`src/rtl/cic_i.sv`:
```
// CIC interpolator: m combs at the input rate, zero-stuffing upsampler, m integrators
// at the output rate. Valid/ready on both sides; every register holds when adv is low.

module cic_i_comb #(
    parameter int iw = 16,
    parameter int g  = 1
) (
    input  logic          clk,
    input  logic          reset,
    input  logic          en,
    input  logic [iw-1:0] din,
    output logic [iw:0]   dout
);
    logic [iw-1:0] dly [g];

    always_ff @(posedge clk) begin
        if (reset) begin
            for (int i = 0; i < g; i++) dly[i] <= '0;
        end else if (en) begin
            dly[0] <= din;
            for (int i = 1; i < g; i++) dly[i] <= dly[i-1];
        end
    end

    // One bit of growth per comb so the difference never wraps
    assign dout = (iw+1)'($signed(din)) - (iw+1)'($signed(dly[g-1]));
endmodule

module cic_i #(
    parameter int idw = 16,
    parameter int odw = 16,
    parameter int r   = 8,
    parameter int m   = 3,
    parameter int g   = 1
) (
    input  logic           clk,
    input  logic           reset,
    input  logic [idw-1:0] data_in,
    input  logic           in_valid,
    output logic           in_ready,
    output logic [odw-1:0] data_out,
    output logic           out_valid,
    input  logic           out_ready
);
    localparam int bw_a = idw + $clog2(((r * g) ** m) / r);
    localparam int bw_b = idw + m;
    localparam int bw   = (bw_a > bw_b) ? bw_a : bw_b;
    localparam int pw   = $clog2(r);

    logic [pw-1:0] phase;
    logic [m:0]    vld_pipe;
    logic          ph0, adv, acc_en;
    logic [bw-1:0] c  [m+1];
    logic [bw-1:0] st [m+1];

    assign ph0       = (phase == '0);
    assign out_valid = vld_pipe[m];
    assign in_ready  = ph0 & (~out_valid | out_ready);
    assign adv       = (~out_valid | out_ready) & (~ph0 | in_valid);
    assign acc_en    = adv & ph0;

    assign c[0] = bw'($signed(data_in));

    generate
        for (genvar j = 1; j <= m; j++) begin : g_comb
            logic [idw+j-1:0] cj;
            cic_i_comb #(.iw(idw + j - 1), .g(g)) u_comb (
                .clk  (clk),
                .reset(reset),
                .en   (acc_en),
                .din  (c[j-1][idw+j-2:0]),
                .dout (cj)
            );
            assign c[j] = bw'($signed(cj));
        end
    endgenerate

    // st[0] is the upsampler register, st[1..m] the integrators (wrap is intended)
    always_ff @(posedge clk) begin
        if (reset) begin
            phase    <= '0;
            vld_pipe <= '0;
            for (int k = 0; k <= m; k++) st[k] <= '0;
        end else if (adv) begin
            phase    <= (phase == pw'(r - 1)) ? '0 : phase + pw'(1);
            vld_pipe <= {vld_pipe[m-1:0], 1'b1};
            st[0]    <= ph0 ? c[m] : '0;
            for (int k = 1; k <= m; k++) st[k] <= st[k] + st[k-1];
        end
    end

    assign data_out = st[m][bw-1 -: odw];
endmodule

```
`config.mk`:
```
export PLATFORM = sky130hd
export DESIGN_NAME = cic_i
export DESIGN_NICKNAME = d
export VERILOG_FILES = /design/src/rtl/cic_i.sv
export SDC_FILE = /design/constraint.sdc
export NUM_CORES = 1
export LEC_CHECK = 0
export ABC_CLOCK_PERIOD_IN_PS = 8600
export CORE_UTILIZATION = 55
export CTS_BUF_LIST = sky130_fd_sc_hd__clkbuf_8
export CTS_CLUSTER_SIZE = 24
export DETAILED_ROUTE_END_ITERATION = 7
export HOLD_SLACK_MARGIN = 0.08
export PLACE_DENSITY = 0.79
export RECOVER_POWER = 25
export SLEW_MARGIN = 20
export SYNTH_ARGS = -nofsm -noshare
export SYNTH_HDL_FRONTEND = slang
export SYNTH_SLANG_ARGS = --single-unit
```
`constraint.sdc`:
```
create_clock -name clk -period 8.6 [get_ports clk]
set_clock_uncertainty 0.1 [all_clocks]
set_input_delay 1.72 -clock clk [delete_from_list [all_inputs] [get_ports clk]]
set_output_delay 1.72 -clock clk [all_outputs]
set_load 0.005 [all_outputs]
```
==> impl_metrics.json <==
{
  "status": "finished, violations left",
  "violations": "max-capacitance violations, max-slew violations",
  "area_growth_pct": 9.149,
  "vias": 8308,
  "clock-sinks": 143,
  "clock_latency_ns": 0.46,
  "peakVddDrop_mv": 0.1685,
  "die_x_um": 143.1,
  "drc_errors": 0,
  "num_antenna_cells": 0,
  "crit_fanout": 5,
  "seq_area_frac_synth_pct": 38.56,
  "ctsHoldBuffers": 0,
  "place_congestion": 0.9121,
  "numPortBuffers": 37,
  "seqCellArea_mm2": 0.004224,
  "die-area_mm2": 0.02048,
  "hp-start": "vld_pipe[0]",
  "tightest_slew_ns": 1.782,
  "rsz0062_at_grt": "no",
  "fillCellCount": 1580,
  "synth_area_leaders": "edfxtp_1, ha_1, nor2_1, xnor2_1, a21oi_1",
  "gr-usage-met1_pct": 23.35,
  "rows": 51,
  "synth-seq-cells": 143,
  "synth_edf_count": 136,
  "via_per_inst": 5.742,
  "fmax_mhz": 151.2,
  "cts_tree": "yes",
  "grt_pass1_wl_um": 34470,
  "grt.overflow.total": 0,
  "r2r_cells": 20,
  "dp.final_hpwl_um": 14910,
  "cp_data_required_time_ns": 8.63,
  "r2r_end": "st[0][15]",
  "synth_area_leader_cell": "edfxtp_1",
  "synthFlopType": "edfxtp_1",
  "core_area_mm2": 0.01946,
  "multi_input_area_mm2": 0.006198,
  "rrSetupSlack_ns": 3.38,
  "synth_cell_types": 66,
  "slew_violations": 103,
  "p_leak_nw": 5.078,
  "htree_levels": 4,
  "initial_core_util_pct": 56.28,
  "fin_nets": 1312,
  "avgSynthCellArea_um2": 9.559,
  "fin_tns_setup_ns": 0,
  "die-height_um": 143.1,
  "timing.final.crit_share_pct": 76.91,
  "final_antenna_net_count": 0,
  "grt_max_degree": 86,
  "numCtsBuffers": 17,
  "cts_buffer_depth": 2,
  "routed_wl_um": 20590,
  "power.density_mw_per_mm2": 404.1,
  "cts_root_buffer": "clkbuf_8",
  "wl_per_cell_um": 14.23,
  "grtUsageTotal_pct": 21.04,
  "use_met3_pct": 3.219,
  "hold_path.class": "reg2reg",
  "async_reset_ff_share_pct": 0,
  "setup_violations": 0,
  "place_ws_ns": 1.655,
  "cap_violations": 3,
  "yosysWarnings": 0,
  "met2_usage_pct": 39.56,
  "reg2reg_from": "g_comb[1].u_comb.dly[0][0]",
  "cts-resized-gates": 0,
  "grt_pass1_vias": 8071,
  "path_class": "in2reg",
  "syn-num-nets": 1289,
  "holdPathEnd": "vld_pipe[0]",
  "cp-start-kind": "input pin",
  "post-synth-top-count-cell": "edfxtp_1",
  "fin_ws_ns": 1.985,
  "ys_top_cells_by_count": "edfxtp_1, nor2_1, ha_1",
  "antenna_found_initial": 0,
  "cts_setup_buffers": 0,
  "worst_setup_path_end_kind": "register",
  "cp.arrival_ns": 6.65,
  "postSynthCellCount": 1146,
  "firstDrtPassIters": 5,
  "grt_busiest_layer": "met2",
  "clk_pin_slew_ns": 0.09,
  "synth_top_cell_area_share_pct": 37.28,
  "final_hold_viol_count": 0,
  "drive_gt1_share_pct": 4.399,
  "maxSlewHeadroom_pct": -18.79,
  "syn_area_mm2": 0.01095,
  "num_io_pins": 38,
  "drt_iter0_drc": 405,
  "whs_path_depth": 2,
  "min_period_ns": 6.615
}
==> per-layer routing <==
layer | share of wire (%) | vias up
met5 | 0 | -
met4 | 2.4 | 0
met3 | 3.1 | 40
met2 | 51 | 174
met1 | 43 | 3875
li1 | - | 4219
==> cells in the final DEF (no fill, tap or decap), types with 5 or more instances in the layout <==
cell / instances
edfxtp_1: 136
bufinv_16: 5
dlygate4sd3_1: 18
a31oi_1: 14
o21bai_1: 11
mux2i_1: 12
o31ai_1: 7
and2_1: 29
o211ai_1: 9
or3_1: 9
a211oi_1: 22
o21a_1: 28
dfxtp_1: 7
clkdlybuf4s50_1: 19
and2_0: 16
o21ai_1: 5
nor2b_1: 24
o21ai_0: 45
a21o_1: 36
xor2_1: 24
nand3_1: 18
inv_1: 83
nand2_1: 54
o31a_1: 10
nor3_1: 29
nand2b_1: 14
xnor2_1: 50
a21boi_0: 7
a21oi_1: 76
clkbuf_8: 19
nor2_1: 129
and3_1: 7
nand4_1: 12
ha_1: 117
fa_1: 6
==> worst max-delay path by stage <==
stage          startpoint        end  slack [ns]  cells past startpoint
6_report       data_in[0]  st[0][15]        1.99                     22
5_1_grt        data_in[0]  st[0][15]        1.66                     22
4_1_cts        data_in[0]  st[0][15]        2.06                     22
3_5_place_dp   data_in[0]  st[0][15]        1.66                     22
3_3_place_gp   data_in[0]  st[0][15]        1.79                     22
2_1_floorplan  data_in[0]  st[0][20]        2.63                     22
==> registers in the layout, indices dropped and copies added (netlist names) <==
| register | count |
|---|---|
| g_comb.u_comb.dly | 51 |
| phase | 3 |
| st | 85 |
| vld_pipe | 4 |
==> through the flow <==
stage,area (um^2),total power (W),hold WS [ns],utilization (%),cells
4_1_cts,11940,0.004833,0.3934,61.36,1446
3_3_place_gp,11480,0.004062,0.3550,58.97,1414
2_1_floorplan,10950,0.003611,0.3401,-,1146
5_1_grt,11960,0.005240,0.4348,61.43,1447
6_report,11960,0.004832,0.3935,61.43,1447
3_5_place_dp,11480,0.004177,0.3693,58.97,1414
==> cell families (layout without fill, tap and decap cells) <==
group	count (synthesis)	after routing	synth area share, %
AO/OA/AOI/OAI	305	305	18.57
multiplexers	12	12	1.097
buffers and inverters	122	158	4.923
XOR/XNOR	74	74	5.917
flip-flops	143	143	38.56
adder cells (fa/ha/maj)	123	123	14.46
AND/OR/NAND/NOR	367	367	16.47
==> area by class of cell <==
| cell class | count | share of cell area (%) |
|---|---|---|
| repair buffers | 43 | 3.548 |
| well taps | 265 | 2.773 |
| multi-input cells | 881 | 51.84 |
| clock inverters | 13 | 1.716 |
| inverters | 83 | 2.606 |
| clock buffers | 19 | 2.187 |
| flip-flops and latches | 143 | 35.33 |
==> report_power, final <==
group          switching [W]  total (W)  internal (W)
clock               0.000276   0.000638      0.000363
combinational        0.00170    0.00298       0.00128
sequential          0.000130    0.00121       0.00108
==> worst max-delay path: stages <==
cell and delay (ns):
clkdlybuf4s50_1 0.46, inv_1 0.05, ha_1 0.22, fa_1 0.41, nor2b_1 0.12, o21ai_0 0.12
a21oi_1 0.26, o211a_1 0.26, o21a_1 0.15, nor2_1 0.07, ha_1 0.33, a21o_1 0.19
a21oi_1 0.24, nor2b_1 0.08, a211oi_1 0.39, xnor2_1 0.13, ha_1 0.40, inv_1 0.10
or3_1 0.38, o221ai_1 0.20, mux2i_1 0.21, o311ai_0 0.15
Note: power is estimated with default switching activity, not from simulation.
